**src/rtl/ctrl_axi_lite_initiator_if.sv**
```systemverilog
// AXI-Lite bus bundle between the control-register initiator and its slave.
// Parameters: AddrWidth (address bits), DataWidth (data bits; strobe is DataWidth/8).
// Channels: AW (addr/prot/valid/ready), W (data/strb/valid/ready), B (resp/valid/ready),
//           AR (addr/prot/valid/ready), R (data/resp/valid/ready).
// Modports: master (initiator side), slave (target side).
interface ctrl_axi_lite_initiator_if #(
  parameter int unsigned AddrWidth = 32,
  parameter int unsigned DataWidth = 32
);
  logic [AddrWidth-1:0]   aw_addr;
  logic [2:0]             aw_prot;
  logic                   aw_valid;
  logic                   aw_ready;
  logic [DataWidth-1:0]   w_data;
  logic [DataWidth/8-1:0] w_strb;
  logic                   w_valid;
  logic                   w_ready;
  logic [1:0]             b_resp;
  logic                   b_valid;
  logic                   b_ready;
  logic [AddrWidth-1:0]   ar_addr;
  logic [2:0]             ar_prot;
  logic                   ar_valid;
  logic                   ar_ready;
  logic [DataWidth-1:0]   r_data;
  logic [1:0]             r_resp;
  logic                   r_valid;
  logic                   r_ready;

  modport master (
    output aw_addr, aw_prot, aw_valid, input aw_ready,
    output w_data, w_strb, w_valid, input w_ready,
    input b_resp, b_valid, output b_ready,
    output ar_addr, ar_prot, ar_valid, input ar_ready,
    input r_data, r_resp, r_valid, output r_ready
  );

  modport slave (
    input aw_addr, aw_prot, aw_valid, output aw_ready,
    input w_data, w_strb, w_valid, output w_ready,
    output b_resp, b_valid, input b_ready,
    input ar_addr, ar_prot, ar_valid, output ar_ready,
    output r_data, r_resp, r_valid, input r_ready
  );
endinterface

```
**src/rtl/ctrl_axi_lite_initiator.sv**
```systemverilog
// AXI-Lite initiator: converts one valid/ready register-access request into a
// single AXI-Lite read or write and returns the result on a valid/ready
// response channel. One transaction outstanding at a time.
// Optional feature macro: CTRL_INIT_ERR_CNT_EN adds ErrCntWidth and err_cnt_o,
// a saturating count of non-OKAY responses cleared only by reset.
// Ports:
//   clk_i, rst_i (async, active-high)
//   req_valid_i/req_ready_o, req_write_i, req_addr_i, req_wdata_i, req_strb_i
//   rsp_valid_o/rsp_ready_i, rsp_rdata_o (0 for writes), rsp_err_o (AXI resp)
//   busy_o (high outside IDLE)
//   axi_lite_master (AXI-Lite bus, master modport)
//   err_cnt_o (only with CTRL_INIT_ERR_CNT_EN)
module ctrl_axi_lite_initiator #(
  parameter int unsigned AddrWidth = 32,
  parameter int unsigned DataWidth = 32
`ifdef CTRL_INIT_ERR_CNT_EN
  ,
  parameter int unsigned ErrCntWidth = 8
`endif
) (
  input  logic                   clk_i,
  input  logic                   rst_i,
  input  logic                   req_valid_i,
  output logic                   req_ready_o,
  input  logic                   req_write_i,
  input  logic [AddrWidth-1:0]   req_addr_i,
  input  logic [DataWidth-1:0]   req_wdata_i,
  input  logic [DataWidth/8-1:0] req_strb_i,
  output logic                   rsp_valid_o,
  input  logic                   rsp_ready_i,
  output logic [DataWidth-1:0]   rsp_rdata_o,
  output logic [1:0]             rsp_err_o,
  output logic                   busy_o,
  ctrl_axi_lite_initiator_if.master axi_lite_master
`ifdef CTRL_INIT_ERR_CNT_EN
  ,
  output logic [ErrCntWidth-1:0] err_cnt_o
`endif
);

  typedef enum logic [2:0] {
    IDLE,
    WR,
    WR_B,
    RD_AR,
    RD_R,
    RSP
  } state_e;

  state_e state_q, state_d;

  logic [AddrWidth-1:0]   addr_q;
  logic [DataWidth-1:0]   wdata_q;
  logic [DataWidth/8-1:0] strb_q;
  logic                   aw_done_q;
  logic                   w_done_q;
  logic [DataWidth-1:0]   rdata_q;
  logic [1:0]             err_q;

  logic aw_valid, w_valid, b_ready, ar_valid, r_ready;
  logic aw_ready, w_ready, b_valid, ar_ready, r_valid;
  logic req_hs, aw_hs, w_hs, b_hs, r_hs;

  assign aw_ready = axi_lite_master.aw_ready;
  assign w_ready  = axi_lite_master.w_ready;
  assign b_valid  = axi_lite_master.b_valid;
  assign ar_ready = axi_lite_master.ar_ready;
  assign r_valid  = axi_lite_master.r_valid;

  assign req_hs = req_valid_i & req_ready_o;
  assign aw_hs  = aw_valid & aw_ready;
  assign w_hs   = w_valid & w_ready;
  assign b_hs   = b_valid & b_ready;
  assign r_hs   = r_valid & r_ready;

  always_ff @(posedge clk_i or posedge rst_i) begin
    if (rst_i) begin
      state_q <= IDLE;
    end else begin
      state_q <= state_d;
    end
  end

  // All handshake outputs decode the state register directly, so an
  // asynchronous reset drops every valid/ready in the same cycle.
  always_comb begin
    state_d     = state_q;
    req_ready_o = 1'b0;
    rsp_valid_o = 1'b0;
    aw_valid    = 1'b0;
    w_valid     = 1'b0;
    b_ready     = 1'b0;
    ar_valid    = 1'b0;
    r_ready     = 1'b0;
    unique case (state_q)
      IDLE: begin
        req_ready_o = 1'b1;
        if (req_valid_i) begin
          state_d = req_write_i ? WR : RD_AR;
        end
      end
      WR: begin
        aw_valid = ~aw_done_q;
        w_valid  = ~w_done_q;
        // Leave as soon as both channels have handshaken, counting a
        // handshake in this very cycle, so a zero-wait slave sees B one
        // cycle after AW/W.
        if ((aw_done_q | aw_hs) && (w_done_q | w_hs)) begin
          state_d = WR_B;
        end
      end
      WR_B: begin
        b_ready = 1'b1;
        if (b_valid) begin
          state_d = RSP;
        end
      end
      RD_AR: begin
        ar_valid = 1'b1;
        if (ar_ready) begin
          state_d = RD_R;
        end
      end
      RD_R: begin
        r_ready = 1'b1;
        if (r_valid) begin
          state_d = RSP;
        end
      end
      RSP: begin
        rsp_valid_o = 1'b1;
        if (rsp_ready_i) begin
          state_d = IDLE;
        end
      end
      default: state_d = IDLE;
    endcase
  end

  always_ff @(posedge clk_i or posedge rst_i) begin
    if (rst_i) begin
      addr_q    <= '0;
      wdata_q   <= '0;
      strb_q    <= '0;
      aw_done_q <= 1'b0;
      w_done_q  <= 1'b0;
      rdata_q   <= '0;
      err_q     <= '0;
    end else begin
      if (req_hs) begin
        addr_q    <= req_addr_i;
        aw_done_q <= 1'b0;
        w_done_q  <= 1'b0;
        if (req_write_i) begin
          wdata_q <= req_wdata_i;
          strb_q  <= req_strb_i;
        end
      end
      if (aw_hs) begin
        aw_done_q <= 1'b1;
      end
      if (w_hs) begin
        w_done_q <= 1'b1;
      end
      if (b_hs) begin
        err_q   <= axi_lite_master.b_resp;
        rdata_q <= '0;
      end
      if (r_hs) begin
        err_q   <= axi_lite_master.r_resp;
        rdata_q <= axi_lite_master.r_data;
      end
    end
  end

`ifdef CTRL_INIT_ERR_CNT_EN
  logic [ErrCntWidth-1:0] err_cnt_q;
  logic                   resp_done;
  logic [1:0]             resp_code;

  assign resp_done = b_hs | r_hs;
  assign resp_code = b_hs ? axi_lite_master.b_resp : axi_lite_master.r_resp;

  always_ff @(posedge clk_i or posedge rst_i) begin
    if (rst_i) begin
      err_cnt_q <= '0;
    end else if (resp_done && (resp_code != 2'b00) && (err_cnt_q != '1)) begin
      err_cnt_q <= err_cnt_q + ErrCntWidth'(1);
    end
  end

  assign err_cnt_o = err_cnt_q;
`endif

  assign busy_o      = (state_q != IDLE);
  assign rsp_rdata_o = rdata_q;
  assign rsp_err_o   = err_q;

  assign axi_lite_master.aw_valid = aw_valid;
  assign axi_lite_master.aw_addr  = addr_q;
  assign axi_lite_master.aw_prot  = 3'b000;
  assign axi_lite_master.w_valid  = w_valid;
  assign axi_lite_master.w_data   = wdata_q;
  assign axi_lite_master.w_strb   = strb_q;
  assign axi_lite_master.b_ready  = b_ready;
  assign axi_lite_master.ar_valid = ar_valid;
  assign axi_lite_master.ar_addr  = addr_q;
  assign axi_lite_master.ar_prot  = 3'b000;
  assign axi_lite_master.r_ready  = r_ready;

endmodule

```
**src/flat_wrapper.sv**
```systemverilog
// flat-port wrapper written by rule: the top's interface ports become plain ports
module ctrl_axi_lite_initiator_flat 
#(
  parameter int unsigned AddrWidth = 32,
  parameter int unsigned DataWidth = 32

)
  (clk_i, rst_i, req_valid_i, req_ready_o, req_write_i, req_addr_i, req_wdata_i, req_strb_i, rsp_valid_o, rsp_ready_i, rsp_rdata_o, rsp_err_o, busy_o, axi_lite_master_aw_addr, axi_lite_master_aw_prot, axi_lite_master_aw_valid, axi_lite_master_aw_ready, axi_lite_master_w_data, axi_lite_master_w_strb, axi_lite_master_w_valid, axi_lite_master_w_ready, axi_lite_master_b_resp, axi_lite_master_b_valid, axi_lite_master_b_ready, axi_lite_master_ar_addr, axi_lite_master_ar_prot, axi_lite_master_ar_valid, axi_lite_master_ar_ready, axi_lite_master_r_data, axi_lite_master_r_resp, axi_lite_master_r_valid, axi_lite_master_r_ready);
  ctrl_axi_lite_initiator_if #(.AddrWidth(AddrWidth), .DataWidth(DataWidth)) axi_lite_master_i ();
  input  logic clk_i;
  input  logic rst_i;
  input  logic req_valid_i;
  output logic req_ready_o;
  input  logic req_write_i;
  input  logic [AddrWidth-1:0] req_addr_i;
  input  logic [DataWidth-1:0] req_wdata_i;
  input  logic [DataWidth/8-1:0] req_strb_i;
  output logic rsp_valid_o;
  input  logic rsp_ready_i;
  output logic [DataWidth-1:0] rsp_rdata_o;
  output logic [1:0] rsp_err_o;
  output logic busy_o;
  output wire logic [$bits(axi_lite_master_i.aw_addr)-1:0] axi_lite_master_aw_addr;
  output wire logic [$bits(axi_lite_master_i.aw_prot)-1:0] axi_lite_master_aw_prot;
  output wire logic [$bits(axi_lite_master_i.aw_valid)-1:0] axi_lite_master_aw_valid;
  input wire logic [$bits(axi_lite_master_i.aw_ready)-1:0] axi_lite_master_aw_ready;
  output wire logic [$bits(axi_lite_master_i.w_data)-1:0] axi_lite_master_w_data;
  output wire logic [$bits(axi_lite_master_i.w_strb)-1:0] axi_lite_master_w_strb;
  output wire logic [$bits(axi_lite_master_i.w_valid)-1:0] axi_lite_master_w_valid;
  input wire logic [$bits(axi_lite_master_i.w_ready)-1:0] axi_lite_master_w_ready;
  input wire logic [$bits(axi_lite_master_i.b_resp)-1:0] axi_lite_master_b_resp;
  input wire logic [$bits(axi_lite_master_i.b_valid)-1:0] axi_lite_master_b_valid;
  output wire logic [$bits(axi_lite_master_i.b_ready)-1:0] axi_lite_master_b_ready;
  output wire logic [$bits(axi_lite_master_i.ar_addr)-1:0] axi_lite_master_ar_addr;
  output wire logic [$bits(axi_lite_master_i.ar_prot)-1:0] axi_lite_master_ar_prot;
  output wire logic [$bits(axi_lite_master_i.ar_valid)-1:0] axi_lite_master_ar_valid;
  input wire logic [$bits(axi_lite_master_i.ar_ready)-1:0] axi_lite_master_ar_ready;
  input wire logic [$bits(axi_lite_master_i.r_data)-1:0] axi_lite_master_r_data;
  input wire logic [$bits(axi_lite_master_i.r_resp)-1:0] axi_lite_master_r_resp;
  input wire logic [$bits(axi_lite_master_i.r_valid)-1:0] axi_lite_master_r_valid;
  output wire logic [$bits(axi_lite_master_i.r_ready)-1:0] axi_lite_master_r_ready;
  assign axi_lite_master_aw_addr = axi_lite_master_i.aw_addr;
  assign axi_lite_master_aw_prot = axi_lite_master_i.aw_prot;
  assign axi_lite_master_aw_valid = axi_lite_master_i.aw_valid;
  assign axi_lite_master_i.aw_ready = axi_lite_master_aw_ready;
  assign axi_lite_master_w_data = axi_lite_master_i.w_data;
  assign axi_lite_master_w_strb = axi_lite_master_i.w_strb;
  assign axi_lite_master_w_valid = axi_lite_master_i.w_valid;
  assign axi_lite_master_i.w_ready = axi_lite_master_w_ready;
  assign axi_lite_master_i.b_resp = axi_lite_master_b_resp;
  assign axi_lite_master_i.b_valid = axi_lite_master_b_valid;
  assign axi_lite_master_b_ready = axi_lite_master_i.b_ready;
  assign axi_lite_master_ar_addr = axi_lite_master_i.ar_addr;
  assign axi_lite_master_ar_prot = axi_lite_master_i.ar_prot;
  assign axi_lite_master_ar_valid = axi_lite_master_i.ar_valid;
  assign axi_lite_master_i.ar_ready = axi_lite_master_ar_ready;
  assign axi_lite_master_i.r_data = axi_lite_master_r_data;
  assign axi_lite_master_i.r_resp = axi_lite_master_r_resp;
  assign axi_lite_master_i.r_valid = axi_lite_master_r_valid;
  assign axi_lite_master_r_ready = axi_lite_master_i.r_ready;
  ctrl_axi_lite_initiator #(.AddrWidth(AddrWidth), .DataWidth(DataWidth)) u_core (.clk_i(clk_i), .rst_i(rst_i), .req_valid_i(req_valid_i), .req_ready_o(req_ready_o), .req_write_i(req_write_i), .req_addr_i(req_addr_i), .req_wdata_i(req_wdata_i), .req_strb_i(req_strb_i), .rsp_valid_o(rsp_valid_o), .rsp_ready_i(rsp_ready_i), .rsp_rdata_o(rsp_rdata_o), .rsp_err_o(rsp_err_o), .busy_o(busy_o), .axi_lite_master(axi_lite_master_i));
endmodule
```
**config.mk**
```make
export PLATFORM = sky130hd
export DESIGN_NAME = ctrl_axi_lite_initiator_flat
export DESIGN_NICKNAME = d
export VERILOG_FILES = /design/src/rtl/ctrl_axi_lite_initiator_if.sv /design/src/rtl/ctrl_axi_lite_initiator.sv /design/src/flat_wrapper.sv
export SDC_FILE = /design/constraint.sdc
export NUM_CORES = 1
export LEC_CHECK = 0
export ABC_AREA = 1
export ABC_CLOCK_PERIOD_IN_PS = 3400
export CORE_MARGIN = 3
export CORE_UTILIZATION = 30
export CTS_CLUSTER_DIAMETER = 200
export CTS_CLUSTER_SIZE = 8
export DETAILED_ROUTE_END_ITERATION = 10
export DONT_BUFFER_PORTS = 1
export GPL_TIMING_DRIVEN = 0
export MAX_ROUTING_LAYER = met4
export PLACE_DENSITY = 0.42
export SYNTH_ARGS = -nofsm -noshare
export SYNTH_HDL_FRONTEND = slang
export SYNTH_SLANG_ARGS = --single-unit
```
**constraint.sdc**
```tcl
create_clock -name clk_i -period 3.4 [get_ports clk_i]
set_input_delay 0.17 -clock clk_i [delete_from_list [all_inputs] [get_ports clk_i]]
set_output_delay 0.17 -clock clk_i [all_outputs]
set_load 0.03 [all_outputs]
```
==> run_results.csv, run 1 <==
group,metric,value,unit
outcome,status,"completed",
routing,drt_wl_total,13200,um
cts,cts-resized-gates,0,
global_routing,grt_pass1_wl,19700,um
floorplanning,core_area,15300,um^2
floorplanning,die_x,131,um
cts,clock_latency,0.34,ns
setup_path,critPathKind,"reg2out",
timing,hold-worst-slack,0.0176,ns
floorplanning,die_y,131,um
setup_path,crit_fanout,8,
pwr,power_density,1030,nW/um^2
placement,placed_cell_area,5000,um^2
synth,synth_cell_types,23,
routing,drc,0,
pwr,leakage,0.00327,uW
finish,final_cells,877,
timing,grt_setup_unrepaired,"false",
global_routing,grt_max_degree,56,
floorplanning,dieArea,17200,um^2
synth,synth-seq-cells,107,
floorplanning,ios,262,
timing,hold_violations,0,
routing,drt-initial-drc-count,115,
timing,slew_violations,0,
routing,ant_nets,0,
placement,place_hpwl,9340,um
timing,fin_crit,1.87,ns
routing,vias,3889,
cts,cts_buffers,9,
global_routing,grt_pass1_vias,3865,
cts,clock_sink_count,107,
routing,dr.pass1.iters,4,
finish,multi_input_area,1510,um^2
floorplanning,start_util,30.8,%
routing,wl_per_cell,15.0,um
synth,yosysSeqAreaShare,57.1,%
setup_path,crit_required,3.23,ns
floorplanning,rows,45,
placement,gp_congestion,0.759,
cts,cts-htree-levels,3,
synth,synthArstFlopShare,100,%
synth,synth_edf_count,0,
timing,fin_setup_tns,0,ns
placement,portBuffers,0,
timing,finClkSkew,0.00619,ns
synth,synth-main-ff-cell,"dfrtp_1",
synth,yosys_warnings,0,
finish,final_area,6360,um^2
routing,routed_via_density,4.43,
synth,synthCells,540,
setup_path,slowest_stage,"nor2_1",
job,cap_violations,0,
cts,cts_tree,"built",
finish,areaGrowthSynthToFinish,35.5,%
global_routing,track_usage,15.1,%
global_routing,grt-ovfl-total,0,
cts,cts_root_buffer,"clkbuf_16",
cts,clk_pin_slew_worst_paths,0.07,ns
finish,final_layout_size_suffix_gt1_share,13.1,%
setup_path,cpPeakStageDelay,0.53,ns
setup_path,path_cells,"buf_2, inv_1, nand3_1, nor2_1",
setup_path,cp-start-kind,"register",
synth,synthesis.area,4690,um^2
timing,relSlewSlack,53.9,%
synth,synth.avg_cell_area,8.69,um^2
timing,final-setup-viol-count,0,
timing,finalCritPeriodShare,55.1,%
pwr,peakVddDrop,0.369,mV
timing,worst_slew_pin_slew,0.691,ns
finish,fillCellCount,1512,
global_routing,grt_antenna_before_repair,0,
setup_path,worst_setup_path_end_kind,"output pin",
finish,ff_latch_area,2680,um^2
finish,fin_nets,775,
finish,antenna_cells,0,
setup_path,arrival,1.70,ns
cts,clock_path_buffers,2,
pwr,power.total,6530,uW
hold_path,hold_class,"in2reg",
placement,dp.cells,757,
timing,clock.fmax,0.534,GHz
flip-flops by register name, summed over array words and instances (netlist names):
name                            flops
u_core.aw_done_q                    1
u_core.state_q                      3
u_core.axi_lite_master.w_data      32
u_core.w_done_q                     1
u_core.axi_lite_master.w_strb       4
u_core.rsp_err_o                    2
u_core.rsp_rdata_o                 32
u_core.axi_lite_master.ar_addr     32
where the power goes:
group | internal (uW) | switching (uW)
clock network | 647 | 455
registers | 1830 | 1570
logic | 720 | 1310
total | 3200 | 3330
cell usage in the layout, fill, tap and decap left out, types with 6 or more instances in the layout:
| cell | synthesis | layout |
|---|---|---|
| clkbuf_1 | 7 | 10 |
| nand3_1 | 43 | 43 |
| nor2_1 | 6 | 6 |
| conb_1 | 1 | 6 |
| inv_1 | 8 | 7 |
| buf_4 | 39 | 39 |
| dlygate4sd3_1 | 0 | 104 |
| dfrtp_1 | 107 | 107 |
| clkbuf_16 | 0 | 9 |
| buf_6 | 8 | 8 |
| inv_2 | 6 | 6 |
| o21ai_0 | 38 | 38 |
| nand2_1 | 249 | 249 |
| buf_2 | 10 | 10 |
cells in the mapped netlist (4+ instances only):
cell | n | share of area (%)
nand2_1 | 249 | 20
dfrtp_1 | 107 | 57
nand3_1 | 43 | 4.6
buf_4 | 39 | 6.2
o21ai_0 | 38 | 4.1
buf_2 | 10 | 1.1
buf_6 | 8 | 1.9
inv_1 | 8 | 0.64
clkbuf_1 | 7 | 0.56
inv_2 | 6 | 0.48
nor2_1 | 6 | 0.48
nand4_1 | 4 | 0.53
logic make-up after synthesis:
logic type	after synthesis	share of synthesized area (%)
AND/OR/NAND/NOR	310	27.1
flip-flops	107	57.1
buffers and inverters	81	11.2
AO/OA/AOI/OAI	41	4.51
other	1	0.0799
metal layers:
metal  up-vias  share of wire [%]  routed length (um)  GRT usage (%)
li1       1892                  -                   -              -
met1      1821                 41                5460           18.4
met2       159                 48                6290           23.3
met3        17                9.1                1200           4.94
met4         0                2.0                 258           5.87
met5         -                  0                   0              -
per-stage QoR:
stage | setup WS, ns | util, %
3_5_place_dp | 1.48 | 32.8
5_1_grt | 1.36 | 41.7
6_report | 1.53 | 41.7
4_1_cts | 1.46 | 41.7
3_3_place_gp | -0.932 | 32.6
2_1_floorplan | 0.413 | -
what timing repair did:
item,in CTS,in global routing
endpoints found under the hold margin,155,0
setup endpoints to repair,0,0
hold buffers,104,0
setup buffers,0,0
cell type report:
type | instances | share of cell area, %
Buffer | 66 | 7.38
Clock buffer | 12 | 3.72
Clock inverter | 4 | 1.18
Inverter | 15 | 0.925
Multi-Input combinational cell | 357 | 23.7
Sequential cell | 107 | 42.1
Tap cell | 211 | 4.15
Timing Repair Buffer | 105 | 16.8
critical path: cells and delay by family, from the launching register on:
family | cells | cell delay (ns)
buffers and inverters | 2 | 0.27
AND/OR/NAND/NOR | 2 | 0.74
flip-flops | 1 | 0.35
worst paths after layout:
path                                                     endpoint  slack, ns  cells past startpoint                       from
worst max-delay path                     axi_lite_master_aw_valid       1.53                      4          u_core.state_q[1]
worst min-delay path                          u_core.rsp_err_o[1]       0.02                      2  axi_lite_master_b_resp[1]
worst max register to register   u_core.axi_lite_master.w_data[8]       1.53                      8          u_core.state_q[1]
worst min register to register                    u_core.w_done_q       0.52                      2            u_core.w_done_q
max in group asynchronous       u_core.axi_lite_master.w_data[31]       2.27                      3                      rst_i
min in group asynchronous                  u_core.rsp_rdata_o[24]       0.42                      2                      rst_i
No activity file was read; power rests on OpenSTA's default activity.
==> inputs of run 2 (changes only) <==
- ABC_AREA: 1 -> 0
- ABC_CLOCK_PERIOD_IN_PS: 3400 -> 1850
- clock period: 3.4 -> 1.85 ns (I/O delays scaled with it)
==> run 2 against run 1 <==
Compared with the run above:
- the run now fails in 4_1_cts
- area after synthesis decreased by 5.6%
- synthesized cell count is 42% lower
==> run_results.csv, run 2 <==
group,metric,value,unit
floorplanning,ios,262,
cts,postCtsHoldBufs,104,
synth,yosysSeqAreaShare,60.5,%
synth,synth.avg_cell_area,14.1,um^2
placement,portBuffers,0,
cts,cts_root_buffer,"clkbuf_16",
placement,place_hpwl,8180,um
floorplanning,start_util,31.3,%
synth,yosysTopAreaCell,"dfrtp_1",
floorplanning,rows,43,
synth,synth_cell_types,30,
cts,cts_buffers,9,
cts,cts-htree-levels,3,
placement,placed_cell_area,4720,um^2
synth,yosys_warnings,0,
cts,clock_sink_count,107,
synth,yosysMostFrequentCell,"dfrtp_1",
synth,yosys-top-cells-count,"dfrtp_1 (107), buf_4 (41), mux2_2 (39)",
cts,cts_setup_buffers,1,
cts,cts-resized-gates,17,
floorplanning,die_x,127,um
synth,synth-seq-cells,107,
synth,synth-main-ff-cell,"dfrtp_1",
synth,ys_top_cells_by_area,"dfrtp_1 (60%), mux2_2 (9.9%), mux2_1 (7.6%)",
placement,gp_congestion,0.725,
outcome,status,"aborted with a tool error",
outcome,stop_stage,"4_1_cts",
synth,synth_edf_count,0,
synth,synthCells,313,
synth,synthArstFlopShare,100,%
synth,synth_top_area_share,60.5,%
cts,clock_path_buffers,2,
floorplanning,die_y,127,um
outcome,stop_error,"[ERROR RSZ-0060] Max buffer count reached.",
synth,synthesis.area,4430,um^2
-- run 2: cell families after synthesis --
kind of cell | share of synthesized area (%)
flip-flops | 60.5
multiplexers | 18.7
buffers and inverters | 8.90
AO/OA/AOI/OAI | 8.25
AND/OR/NAND/NOR | 3.56
other | 0.0847
-- run 2: stage by stage --
stage	utilization, %	setup slack [ns]	std cells	TNS (ns)	hold WS, ns
floorplan	-	0.177	318	0	0.209
global placement	33.1	-0.226	498	-23.57	0.217
detailed placement	33.4	-0.285	500	-10.73	0.0686
==> inputs of run 3 (changes only) <==
- CORE_UTILIZATION: 30 -> 20
- CTS_CLUSTER_DIAMETER: 200 -> default
- CTS_CLUSTER_SIZE: 8 -> default
- MAX_ROUTING_LAYER: met4 -> default
- PLACE_DENSITY: 0.42 -> default
- PLACE_DENSITY_LB_ADDON: default -> 0.15
==> run 3 against run 2 <==
Compared with the run above:
- the run now ends clean
- area after synthesis unchanged
- synthesized cell count unchanged
==> run_results.csv, run 3 <==
group,metric,value,unit
floorplanning,die_x,155,um
placement,placed_cell_area,4840,um^2
synth,synth_edf_count,0,
finish,layout_commonest_cell,"dlygate4sd3_1",
floorplanning,start_util,20.7,%
synth,synthCells,313,
placement,place_hpwl,8450,um
global_routing,grt_antenna_before_repair,1,
global_routing,grt-ovfl-total,0,
synth,synthesis.area,4430,um^2
timing,slew_violations,0,
synth,yosys-top-cells-count,"dfrtp_1 (107), buf_4 (41), mux2_2 (39)",
setup_path,crit_fanout,10,
synth,yosys_warnings,0,
routing,ant_nets,0,
setup_path,arrival,1.68,ns
finish,final_area,6320,um^2
finish,final_cell_mix,"dlygate4sd3_1 (109), dfrtp_1 (107), buf_4 (44)",
floorplanning,rows,53,
placement,place_ws,-0.466,ns
pwr,power_density,1970,nW/um^2
timing,fin_setup_tns,0,ns
timing,finClkSkew,0.00733,ns
timing,clock.fmax,0.565,GHz
synth,yosysTopAreaCell,"dfrtp_1",
timing,finalCritPeriodShare,95.6,%
synth,yosysMostFrequentCell,"dfrtp_1",
routing,routed_via_density,4.16,
placement,dp.cells,595,
finish,final_layout_size_suffix_gt1_share,27.6,%
timing,worst_slew_pin_slew,0.764,ns
synth,synth_cell_types,30,
setup_path,worst_setup_path_end_kind,"output pin",
global_routing,gr-usage-met3,3.50,%
floorplanning,die_y,155,um
floorplanning,ios,262,
finish,areaGrowthSynthToFinish,42.8,%
global_routing,grt_max_degree,39,
cts,clock_path_buffers,2,
routing,drc,0,
finish,fillCellCount,2151,
setup_path,cp-start-kind,"register",
cts,cts_buffers,9,
routing,dr.pass1.iters,4,
synth,ys_top_cells_by_area,"dfrtp_1 (60%), mux2_2 (9.9%), mux2_1 (7.6%)",
synth,synthArstFlopShare,100,%
hold_path,hold_class,"in2reg",
cts,cts-htree-levels,3,
timing,hold_violations,0,
timing,fin_ws,0.0813,ns
global_routing,grt_pass1_wl,17800,um
timing,fin_crit,1.77,ns
cts,clock_latency,0.34,ns
synth,synth-seq-cells,107,
pwr,leakage,0.00276,uW
global_routing,gr-max-usage-layer,"met2",
global_routing,use_met1,10.3,%
synth,synth.avg_cell_area,14.1,um^2
timing,hold-worst-slack,0.0240,ns
setup_path,crit_required,1.76,ns
routing,wl_per_cell,16.4,um
cts,clk_pin_slew_worst_paths,0.07,ns
cts,cts_tree,"built",
cts,clock_sink_count,107,
synth,yosysSeqAreaShare,60.5,%
routing,drt-initial-drc-count,104,
synth,synth_top_area_share,60.5,%
outcome,status,"completed",
cts,cts_root_buffer,"clkbuf_16",
finish,fin_nets,556,
global_routing,grt_pass1_vias,3271,
placement,portBuffers,0,
setup_path,critPathKind,"reg2out",
floorplanning,dieArea,24000,um^2
floorplanning,core_area,21400,um^2
timing,relSlewSlack,48.9,%
routing,vias,3004,
timing,final-setup-viol-count,0,
pwr,peakVddDrop,0.623,mV
synth,synth-main-ff-cell,"dfrtp_1",
global_routing,track_usage,9.51,%
routing,drt_wl_total,11900,um
finish,final_cells,722,
job,cap_violations,0,
placement,gp_congestion,0.742,
timing,grt_setup_unrepaired,"true",
global_routing,grt_use_met2,16.9,%
==> run 3: routing by layer <==
layer	routed length, um	vias up
met5	0	-
met4	178	0
met3	1220	11
met2	6090	195
met1	4370	1478
li1	-	1320
==> run 3: layout make-up <==
type	instances	area, um^2	area share, %
tap	275	344	5.44
inverter	4	18.8	0.297
antenna	1	2.50	0.0396
timing repair buffer	113	1150	18.1
clock inverter	5	63.8	1.01
sequential	107	2680	42.3
clock buffer	10	229	3.62
multi-input combinational	150	1440	22.7
buffer	57	408	6.45
==> run 3: what timing repair did <==
item | CTS | global route
pin swaps | 2 | 2
hold buffers | 109 | 0
hold endpoints to repair | 138 | 0
setup buffers | 2 | 0
endpoints found under the setup margin | 78 | 52
resized for setup | 15 | 12
==> run 3: path summary, 6_finish.rpt <==
kind / start / end / slack, ns / cells after the start
min in group asynchronous: rst_i / u_core.rsp_rdata_o[20] / 0.36 / 2
max: u_core.state_q[1] / axi_lite_master_ar_valid / 0.08 / 4
max reg2reg: u_core.state_q[1] / u_core.axi_lite_master.ar_addr[18] / 0.12 / 5
max in group asynchronous: rst_i / u_core.axi_lite_master.ar_addr[22] / 0.84 / 3
min reg2reg: u_core.aw_done_q / u_core.aw_done_q / 0.63 / 2
min: axi_lite_master_b_valid / u_core.state_q[1] / 0.02 / 2
==> run 3: report_power, final <==
| part | switching [uW] | internal (uW) | total (uW) |
|---|---|---|---|
| registers | 3240 | 3470 | 6710 |
| logic | 2050 | 1790 | 3840 |
| clock network | 866 | 1050 | 1920 |
==> run 3: worst max-delay path, cell delays in order, from the launching register on <==
cell and delay [ns]:
dfrtp_1 0.32, buf_2 0.20, buf_2 0.30, inv_1 0.17
nor2_2 0.34
==> run 3: stage by stage <==
| step | power [uW] | utilization [%] |
|---|---|---|
| 3_5_place_dp | 10300 | 22.7 |
| 3_3_place_gp | 10300 | 22.5 |
| 6_report | 12500 | 29.6 |
| 2_1_floorplan | 9530 | - |
| 4_1_cts | 12600 | 29.5 |
| 5_1_grt | 13100 | 29.6 |
==> run 3: logic make-up after synthesis <==
group | count (synthesis) | synth area share, %
compound gates | 46 | 8.25
buf+inv | 61 | 8.90
flops | 107 | 60.5
mux | 73 | 18.7
other cells | 1 | 0.0847
simple gates | 25 | 3.56
